File: config.mk
export PLATFORM = sky130hd
export DESIGN_NAME = instr_fetch
export DESIGN_NICKNAME = d
export VERILOG_FILES = /design/src/rtl/instr_fetch.sv
export SDC_FILE = /design/constraint.sdc
export NUM_CORES = 1
export LEC_CHECK = 0
export ABC_AREA = 1
export BUFFER_PORTS_ARGS = -buffer_cell sky130_fd_sc_hd__buf_2
export CAP_MARGIN = 20
export CORE_UTILIZATION = 30
export CTS_CLUSTER_SIZE = 8
export DETAILED_ROUTE_END_ITERATION = 8
export REMOVE_ABC_BUFFERS = 1
export SLEW_MARGIN = 20
export SYNTH_ARGS = -nofsm -noshare
export SYNTH_HDL_FRONTEND = slang
export SYNTH_SLANG_ARGS = --single-unit
File: constraint.sdc
create_clock -name clk -period 1.7 [get_ports clk]
set_input_delay 0.255 -clock clk [delete_from_list [all_inputs] [get_ports clk]]
set_output_delay 0.255 -clock clk [all_outputs]
set_load 0.005 [all_outputs]
File: src/rtl/instr_fetch.sv
// Instruction fetch unit: requests one instruction word from memory, hands it
// to the instruction register with a single-cycle write pulse, then holds
// until the datapath asks for the next fetch or redirects the PC.
module instr_fetch #(
    parameter logic [15:0] RESET_PC = 16'h0000,
    parameter int          TIMEOUT  = 15
) (
    input  logic        clk,
    input  logic        reset,
    output logic [15:0] mem_addr,
    output logic        mem_rd,
    input  logic [15:0] mem_rdata,
    input  logic        mem_valid,
    output logic [15:0] ir_data,
    output logic        ir_wen,
    input  logic        next_fetch,
    input  logic        branch_en,
    input  logic [15:0] branch_target,
    output logic [15:0] pc,
    output logic        busy,
    output logic        fetch_err
);

    // Wait counter just wide enough to reach TIMEOUT.
    localparam int CNT_W = (TIMEOUT < 1) ? 1 : $clog2(TIMEOUT + 1);
    localparam logic [CNT_W-1:0] TIMEOUT_CNT = CNT_W'(TIMEOUT);

    typedef enum logic [2:0] {
        S_IDLE = 3'd0,
        S_REQ  = 3'd1,
        S_WAIT = 3'd2,
        S_LOAD = 3'd3,
        S_HOLD = 3'd4
    } state_t;

    state_t             state;
    logic [15:0]        pc_q;
    logic [CNT_W-1:0]   wait_cnt;
    logic [15:0]        ir_q;
    logic               err_q;
    logic               rd_q;
    logic               wen_q;
    logic               busy_q;

    // Sequential PC advance; the 16-bit result wraps 16'hFFFF to 16'h0000.
    function automatic logic [15:0] pc_incr(input logic [15:0] cur);
        return cur + 16'd1;
    endfunction

    // Fetch FSM with all outputs held in registers, so no input reaches an
    // output without passing through a flop.
    always_ff @(posedge clk) begin
        if (reset) begin
            state    <= S_IDLE;
            pc_q     <= RESET_PC;
            wait_cnt <= '0;
            ir_q     <= 16'h0000;
            err_q    <= 1'b0;
            rd_q     <= 1'b0;
            wen_q    <= 1'b0;
            busy_q   <= 1'b0;
        end else begin
            // The write pulse is raised only on the WAIT->LOAD transition,
            // so it can never last more than one cycle.
            wen_q <= 1'b0;
            case (state)
                S_IDLE: begin
                    state  <= S_REQ;
                    rd_q   <= 1'b1;
                    busy_q <= 1'b1;
                end
                S_REQ: begin
                    wait_cnt <= '0;
                    state    <= S_WAIT;
                end
                S_WAIT: begin
                    // Data arriving on the timeout cycle still wins.
                    if (mem_valid) begin
                        ir_q  <= mem_rdata;
                        state <= S_LOAD;
                        rd_q  <= 1'b0;
                        wen_q <= 1'b1;
                    end else if (wait_cnt == TIMEOUT_CNT) begin
                        // Retry the same address; the error flag is sticky.
                        err_q <= 1'b1;
                        state <= S_REQ;
                    end else begin
                        wait_cnt <= wait_cnt + 1'b1;
                    end
                end
                S_LOAD: begin
                    pc_q   <= pc_incr(pc_q);
                    state  <= S_HOLD;
                    busy_q <= 1'b0;
                end
                S_HOLD: begin
                    // A branch may land with or without a fetch request; when
                    // both arrive together the new fetch uses the target.
                    if (branch_en) begin
                        pc_q <= branch_target;
                    end
                    if (next_fetch) begin
                        state  <= S_REQ;
                        rd_q   <= 1'b1;
                        busy_q <= 1'b1;
                    end
                end
                default: begin
                    state  <= S_IDLE;
                    rd_q   <= 1'b0;
                    busy_q <= 1'b0;
                end
            endcase
        end
    end

    assign mem_addr  = pc_q;
    assign pc        = pc_q;
    assign mem_rd    = rd_q;
    assign ir_data   = ir_q;
    assign ir_wen    = wen_q;
    assign busy      = busy_q;
    assign fetch_err = err_q;

endmodule
## After elaboration in Yosys (flattened, before gate mapping)

Index checks and enable logic that the tools add are counted.

| cells by class | value |
|---|---|
| add/sub/neg operators | 2 |
| multiply operators | 0 |
| div/mod/pow operators | 0 |
| magnitude comparators | 0 |
| equality and inequality tests | 11 |
| shift operators | 0 |
| multiplexer cells | 14 |
| bitwise logic cells | 4 |
| reductions and logical operators | 13 |

Operators by type and width:

| kind | number |
|---|---|
| $pmux 16 s2 | 1 |
| $add 16x1->16 const B | 1 |
| $mux 16 | 1 |
| $pmux 3 s5 | 1 |
| $ne 2x2->1 const B | 5 |
| $mux 3 | 3 |
| $reduce_and 3->1 | 3 |
| $mux 4 | 2 |
| $pmux 4 s2 | 1 |
| $reduce_and 2->1 | 4 |
| $eq 3x2->1 const B | 2 |
| $reduce_or 2->1 | 3 |
| $add 4x1->4 const B | 1 |
| $eq 4x4->1 const B | 1 |
| $not 1->1 | 4 |
| $pmux 1 s4 | 1 |
| $reduce_bool 2->1 | 2 |
| $eq 3x1->1 const B | 1 |
| $eq 3x3->1 const B | 1 |
| $logic_not 3->1 | 1 |
| $mux 1 | 3 |
| $ne 3x3->1 const B | 1 |
| $pmux 1 s3 | 1 |

| word-level totals | value |
|---|---|
| register bits after elaboration | 43 |
| latch bits | 0 |
| bits in writable memories | 0 |
| bits in read-only memories | 0 |
| input bits | 37 |
| output and inout bits | 52 |
| logic and storage cells | 52 |
| memories | 0 |

## Depth between registers and ports, before layout

Gate-level depths: netlist (run 1).

| depth | value |
|---|---|
| word-level depth | 4 |
| gate-level depth with buffers | 10 |
| mapped depth without buffers | 9 |

## Worst setup path after synthesis (run 1)

No wires, ideal clock.

| timing | value |
|---|---|
| kind | register -> register |
| start | reg pc_q[1], in the netlist mem_addr[1] |
| end | reg pc_q[10], in the netlist mem_addr[10] |
| library setup time | 133 ps |
| arrival | 1214 ps |
| path slack | 352 ps |
| stages on the path, launching flop included | 9 |
| path through | dfxtp_1 > ha_1 > nand3_1 > inv_1 > nand2_1 > o21ai_0 > nand3_1 > nand2_1 > a21oi_2 |

| between the ends | value |
|---|---|
| longest elaborated chain between the ends | 2 |

Ends and longest elaborated chain:

| element | line | text |
|---|---|---|
| from (decl) | 37 | `logic [15:0] pc_q;` |
| from (signal assigned) | 92 | `pc_q <= pc_incr(pc_q);` |
| from (signal assigned) | 100 | `pc_q <= branch_target;` |
| $add 16x1->16 | 47 | `return cur + 16'd1;` |
| $pmux 16 s2 | 66 | `case (state)` |

Every way passes these cells.
A chain may end at the register's enable or synchronous reset.

## Worst setup path after layout (run 1)

| timing | value |
|---|---|
| start | reg state[0] |
| end | reg pc_q[8], in the netlist mem_addr[8] |

| between the ends | value |
|---|---|
| longest elaborated chain between the ends | 3 |

Ends and longest elaborated chain:

| element | line | text |
|---|---|---|
| from (decl) | 36 | `state_t state;` |
| from (signal assigned) | 54 | `state <= S_IDLE;` |
| from (signal assigned) | 68 | `state <= S_REQ;` |
| from (signal assigned) | 74 | `state <= S_WAIT;` |
| $eq 3x3->1 / $eq 3x2->1 (equally long branches) | 66 |  |
| $ne 2x2->1 (no source line) / $reduce_bool 2->1 (equally long branches) | -- |  |
| $reduce_and 2->1 (no source line) | -- |  |

Parallel ways exist; a longest one is shown, timed or not.

==> results of run 1 <==
==> layout by cell type, fill, tap and decap left out <==
cell / Yosys / routed
clkbuf_8: 0 / 5
dfxtp_1: 43 / 43
ha_1: 2 / 2
o211ai_1: 2 / 2
a21oi_1: 14 / 14
o21ai_1: 6 / 6
nor3_4: 1 / 1
clkinv_2: 1 / 1
inv_4: 1 / 1
a31oi_1: 3 / 3
nand2_4: 2 / 1
o31ai_1: 2 / 2
nand2_2: 2 / 2
o21ai_0: 27 / 27
nand3_1: 18 / 18
xor2_1: 4 / 4
clkinv_1: 2 / 2
inv_1: 21 / 21
nand2_8: 0 / 1
inv_2: 7 / 7
or2_1: 1 / 1
buf_2: 2 / 88
clkbuf_1: 4 / 1
o21bai_1: 1 / 1
nand4_1: 4 / 4
buf_4: 18 / 12
nand2_1: 70 / 70
bufinv_16: 0 / 1
a21oi_2: 6 / 6
nor2_2: 2 / 2
or2_2: 1 / 1
nor2_1: 52 / 52
o21ai_2: 9 / 9
==> through the flow <==
step           util (%)  setup WS [ps]  hold slack (ps)
4_1_cts            39.0            151              197
3_3_place_gp       37.6            208              457
3_5_place_dp       37.6            173              467
6_report           39.1            210              209
5_1_grt            39.1           34.2              219
2_1_floorplan         -            177              317
==> worst max path at each step <==
stage | end | slack, ps | cells past startpoint
after floorplan | mem_addr[0] | 180 | 8
after global placement | mem_addr[8] | 210 | 10
after detailed placement | mem_addr[8] | 170 | 10
after CTS | mem_addr[8] | 150 | 10
after global routing | mem_addr[15] | 30 | 7
final | mem_addr[8] | 210 | 10
==> cells in the mapped netlist, types with 3 or more instances <==
cell type  instances
a21oi_1           14
a21oi_2            6
a31oi_1            3
buf_4             18
clkbuf_1           4
dfxtp_1           43
inv_1             21
inv_2              7
nand2_1           70
nand3_1           18
nand4_1            4
nor2_1            52
o21ai_0           27
o21ai_1            6
o21ai_2            9
xor2_1             4
==> cell type report <==
type	instances	area, um2	share of cell area [%]
flip-flops and latches	43	861	29.9
well taps	99	124	4.30
inverters	32	124	4.30
multi-input cells	229	1140	39.6
repair buffers	100	531	18.4
clock inverters	1	30.0	1.04
clock buffers	6	72.6	2.52
==> layer usage <==
| layer | global-route usage, % | vias up | part of all wire [%] |
|---|---|---|---|
| met1 | 18.1 | 1052 | 45 |
| met5 | 0 | - | 0 |
| met3 | 3.98 | 7 | 6.1 |
| li1 | - | 1202 | - |
| met2 | 26.7 | 81 | 47 |
| met4 | 3.63 | 0 | 1.1 |
==> power by group through the flow <==
| stage | sequential, mW | combinational [mW] | clock [mW] |
|---|---|---|---|
| final | 1.11 | 0.440 | 0.771 |
| after global routing | 1.12 | 0.501 | 0.842 |
| after CTS | 1.11 | 0.444 | 0.803 |
| after detailed placement | 1.14 | 0.442 | 0 |
| after global placement | 1.13 | 0.436 | 0 |
| after floorplan | 1.14 | 0.237 | 0 |
==> logic make-up (layout without fill, tap and decap cells) <==
family          after synthesis  after routing  synth area share (%)
buf+inv                      61            139                  14.4
flops                        43             43                  37.0
xor+xnor                      4              4                  1.51
compound gates               70             70                  18.2
fa+ha+maj                     2              2                  1.08
simple gates                153            153                  27.9
==> worst max-delay path: cells and delay by family (launching register included) <==
kind	cells	cell delay, ps
flops	1	350
buf+inv	3	310
simple gates	5	620
compound gates	2	150
==> flip-flops by register name, summed over array words and instances (netlist names) <==
name and flops:
ir_wen 1, state 3, mem_rd 1, wait_cnt 4, fetch_err 1, busy 1
ir_data 16, mem_addr 16
==> timing repair <==
action | 4_1_cts | 5_1_grt
setup endpoints to repair | 0 | 1
resized for setup | 0 | 1
setup buffers | 0 | 0
==> results.py, run 1 <==
metrics = {
    "pwr": {
        "p_leak_nw": 1.38,
        "sw_frac_of_total_pct": 27.5,
        "pwr-share-clk_pct": 33.2,
        "p_switching_mw": 0.637,
        "p_seq_share_pct": 47.9,
        "comb_power_share_pct": 18.9,
        "ir_drop_mv": 0.406,
        "p_per_area_nw_per_um2": 805,
        "power_mw": 2.32,
        "intPower_mw": 1.68,
    },
    "synthesis": {
        "yosys.area.top_type": "dfxtp_1",
        "ys_seq_area_share_pct": 37.0,
        "ys_async_sr_fraction_pct": 0,
        "synth.distinct_cells": 33,
        "ys.flop_type": "dfxtp_1",
        "synth_warnings": 0,
        "synth_top_area_share_pct": 37.0,
        "synth_area_leaders": "dfxtp_1 37%, nand2_1 11%, nor2_1 8.4%",
        "syn_avg_cell_area_um2": 6.99,
        "synthCells": 333,
        "ys_ff_latch": 43,
        "synth_area_um2": 2330,
        "synth-edff-count": 0,
    },
    "timing": {
        "fmax_ghz": 0.671,
        "hold_viol": 0,
        "drv_slew": 0,
        "clock-skew-final_ps": 4.69,
        "fin_crit_ps": 1490,
        "setup_violations": 0,
        "rsz0062_at_grt": "false",
        "worstMarginPinSlew_ps": 590,
        "relSlewSlack_pct": 60.6,
        "setup_tns_ps": 0,
        "fin_crit_sh_pct": 87.6,
    },
    "global_routing": {
        "grt_overflow": 0,
        "antenna_found_initial": 0,
        "grt_pass1_vias": 2259,
        "grt_max_degree": 23,
        "grt.total_usage_pct": 15.1,
        "grt_pass1_wl_um": 10100,
    },
    "critical_path": {
        "crit_chain": "nor2_2, nand2_4, inv_4, nand2_2, nand2_8, buf_4, o21ai_2, inv_1, nand2_1, a21oi_2",
        "r2r_start": "state[0]",
        "cp_data_arrival_time_ps": 1730,
        "critPathLaunch": "state[0]",
        "worst_r2r_endpoint": "mem_addr[8]",
        "crit_required_ps": 1940,
        "ff2ff_path_depth": 10,
        "cp_max_fo": 17,
        "path_class": "reg -> reg",
        "critPathSlowestCell": "dfxtp_1",
        "startpoint_type": "flip-flop",
        "slowest_delay_ps": 350,
        "r2r_setup_slack_ps": 210,
        "endpoint_kind": "flip-flop",
    },
    "drt": {
        "drtIter0Drc": 97,
        "dr_total_vias": 2342,
        "ant_nets": 0,
        "drt-vias-per-instance": 4.59,
        "wl_per_cell_um": 11.4,
        "routed_wl_um": 5830,
        "firstDrtPassIters": 4,
        "drc": 0,
    },
    "clocking": {
        "cts_tree": "done",
        "cts_root_buf": "clkbuf_8",
        "clk_pin_slew_worst_paths_ps": 80,
        "cts_buffer_depth": 2,
        "clock_latency_ps": 290,
        "holdBufCountCts": 0,
        "clock-sinks": 43,
        "cts_max_level": 2,
        "cts_buffers": 5,
    },
    "floorplan": {
        "chipHeight_um": 90.1,
        "initial_core_util_pct": 31.6,
        "die_w_um": 90.1,
        "fp.dieArea_um2": 8110,
        "core_area_um2": 7370,
        "io-pin-count": 89,
        "fp-row-count": 31,
    },
    "hold_path": {
        "hp-class": "in -> reg",
        "hold_path_startpoint": "mem_rdata[15]",
        "hold_end": "ir_data[15]",
        "holdPathStages": 3,
    },
    "cells_and_area": {
        "synthToLayoutAreaGrowth_pct": 23.9,
        "finalInstanceArea_um2": 2880,
        "drive_gt1_share_pct": 33.6,
        "nFillCells": 786,
        "final_cells": 510,
        "fin_nets": 450,
        "antenna_cells": 0,
    },
    "place": {
        "gp_congestion": 0.782,
        "hpwlAfterDp_um": 4430,
        "place_area_um2": 2770,
        "io_buffers": 88,
        "placed_cells": 503,
    },
    "job": {
        "drv_cap": 0,
    },
    "run_status": {
        "status": "finished clean",
    },
}
No activity file was read; power rests on OpenSTA's default activity.
==> inputs of run 2 (changes only) <==
--- a/config.mk
+++ b/config.mk
@@ -11,6 +11,7 @@
 export CORE_UTILIZATION = 30
 export CTS_CLUSTER_SIZE = 8
 export DETAILED_ROUTE_END_ITERATION = 8
+export RECOVER_POWER = 50
 export REMOVE_ABC_BUFFERS = 1
 export SLEW_MARGIN = 20
 export SYNTH_ARGS = -nofsm -noshare
==> run 2 against run 1 <==
Against the previous run: first-iteration DRC count down 6.2%; combinational power is 2% lower; critical path type unchanged; global-route usage did not move; critical endpoint unchanged; via count about the same; sequential share of layout area is 0.34 points higher.
==> results.py, run 2 (same netlist as run 1, synthesis figures left out) <==
metrics = {
    "floorplan": {
        "io-pin-count": 89,
        "fp.dieArea_um2": 8110,
        "fp-row-count": 31,
        "die_w_um": 90.1,
        "initial_core_util_pct": 31.6,
        "chipHeight_um": 90.1,
        "core_area_um2": 7370,
    },
    "drt": {
        "wl_per_cell_um": 11.5,
        "dr_total_vias": 2340,
        "ant_nets": 0,
        "drc": 0,
        "drt-vias-per-instance": 4.59,
        "routed_wl_um": 5870,
        "firstDrtPassIters": 4,
        "drtIter0Drc": 91,
        "met2_length_um": 2770,
        "drt-met1-wl_um": 2690,
        "highest_layer": "met4",
        "met3WireLength_um": 339,
    },
    "timing": {
        "fin_crit_ps": 1490,
        "hold_viol": 0,
        "fmax_ghz": 0.672,
        "relSlewSlack_pct": 60.8,
        "clock-skew-final_ps": 4.61,
        "fin_crit_sh_pct": 87.6,
        "setup_tns_ps": 0,
        "setup_violations": 0,
        "setup_slack_ps": 211,
        "drv_slew": 0,
        "rsz0062_at_grt": "false",
        "worstMarginPinSlew_ps": 587,
    },
    "place": {
        "io_buffers": 88,
        "gp_congestion": 0.782,
        "hpwlAfterDp_um": 4430,
        "dp_worst_setup_slack_ps": 173,
    },
    "cells_and_area": {
        "final_util_pct": 38.7,
        "antenna_cells": 0,
        "layout_commonest_cell": "buf_2",
        "drive_gt1_share_pct": 29.7,
        "final_cell_mix": "76 x buf_2, 70 x nand2_1, 52 x nor2_1",
        "synthToLayoutAreaGrowth_pct": 22.5,
        "fin_nets": 450,
    },
    "global_routing": {
        "grt_overflow": 0,
        "grt_pass1_wl_um": 10100,
        "grt_pass1_vias": 2259,
        "grt_max_degree": 23,
        "antenna_found_initial": 0,
        "grt.total_usage_pct": 15.1,
    },
    "pwr": {
        "p_seq_share_pct": 48.0,
        "pwr-share-clk_pct": 33.3,
        "comb_power_share_pct": 18.7,
        "intPower_mw": 1.68,
        "p_switching_mw": 0.640,
        "ir_drop_mv": 0.407,
        "sw_frac_of_total_pct": 27.6,
        "p_per_area_nw_per_um2": 813,
        "p_leak_nw": 1.31,
    },
    "clocking": {
        "clk_pin_slew_worst_paths_ps": 80,
        "cts_max_level": 2,
        "cts_buffer_depth": 2,
        "cts_buffers": 5,
        "cts_setup_buffers": 0,
        "cts_root_buf": "clkbuf_8",
        "clock-sinks": 43,
        "cts_tree": "done",
        "clock_latency_ps": 290,
        "holdBufCountCts": 0,
    },
    "critical_path": {
        "slowest_delay_ps": 360,
        "crit_chain": "nor2_2, nand2_4, inv_4, nand2_2, nand2_8, buf_4, o21ai_2, inv_1, nand2_1, a21oi_2",
        "path_class": "reg -> reg",
        "cp_max_fo": 17,
        "r2r_start": "state[0]",
        "crit_required_ps": 1940,
        "critPathSlowestCell": "dfxtp_1",
        "startpoint_type": "flip-flop",
        "cp_data_arrival_time_ps": 1730,
        "endpoint_kind": "flip-flop",
        "critPathLaunch": "state[0]",
        "crit_buf_inv": 3,
        "cp_top_family": "simple AND/OR/NAND/NOR gates",
    },
    "hold_path": {
        "hold_path_startpoint": "mem_rdata[15]",
        "hp-class": "in -> reg",
    },
    "job": {
        "drv_cap": 0,
    },
    "run_status": {
        "status": "finished clean",
    },
}
-- run 2: changes by cell type in the layout (fill, tap and decap cells not counted) --
cell,change
buf_4,-5
clkbuf_1,+16
buf_2,-12
clkbuf_2,+1
-- run 2: routing by layer --
| layer | track usage [%] | up-vias |
|---|---|---|
| met2 | 26.7 | 73 |
| met4 | 3.63 | 0 |
| li1 | - | 1200 |
| met3 | 3.98 | 7 |
| met1 | 18.1 | 1060 |
| met5 | 0 | - |
-- run 2: final cells by class --
class	count	area, um2
fill	792	4520
inverter	32	124
multi-input combinational	229	1140
clock buffer	6	72.6
tap	99	124
timing repair buffer	100	498
clock inverter	1	30.0
sequential	43	861
-- run 2: timing repair --
action / in CTS / in global routing
endpoints found under the hold margin: 0 / 0
gates resized for setup: 0 / 1
endpoints found under the setup margin: 0 / 1
-- run 2: power by group through the flow --
stage / Clock [mW] / Sequential, mW / Combinational, mW
2_1_floorplan: 0 / 1.14 / 0.237
3_3_place_gp: 0 / 1.13 / 0.436
3_5_place_dp: 0 / 1.14 / 0.442
4_1_cts: 0.803 / 1.11 / 0.444
5_1_grt: 0.842 / 1.12 / 0.493
6_report: 0.772 / 1.11 / 0.433
-- run 2: path summary, 6_finish.rpt --
kind                       to  slack, ps  cells after the start
hold / removal    ir_data[15]        210                      3
setup reg to reg  mem_addr[8]        210                     10
setup / recovery  mem_addr[8]        210                     10
hold reg to reg          busy        480                      2
-- run 2: worst min-delay path: stages --
cell and delay, ps:
buf_2 70, o21ai_0 70, nor2_1 70
-- run 2: metrics by stage --
step                cells  cell area (um2)  hold WS, ps  total power, mW
global placement      503             2770          457             1.57
CTS                   510             2870          197             2.36
global route          510             2850          219             2.46
floorplan             304             2120          317             1.38
detailed placement    503             2770          467             1.58
finish                510             2850          209             2.32
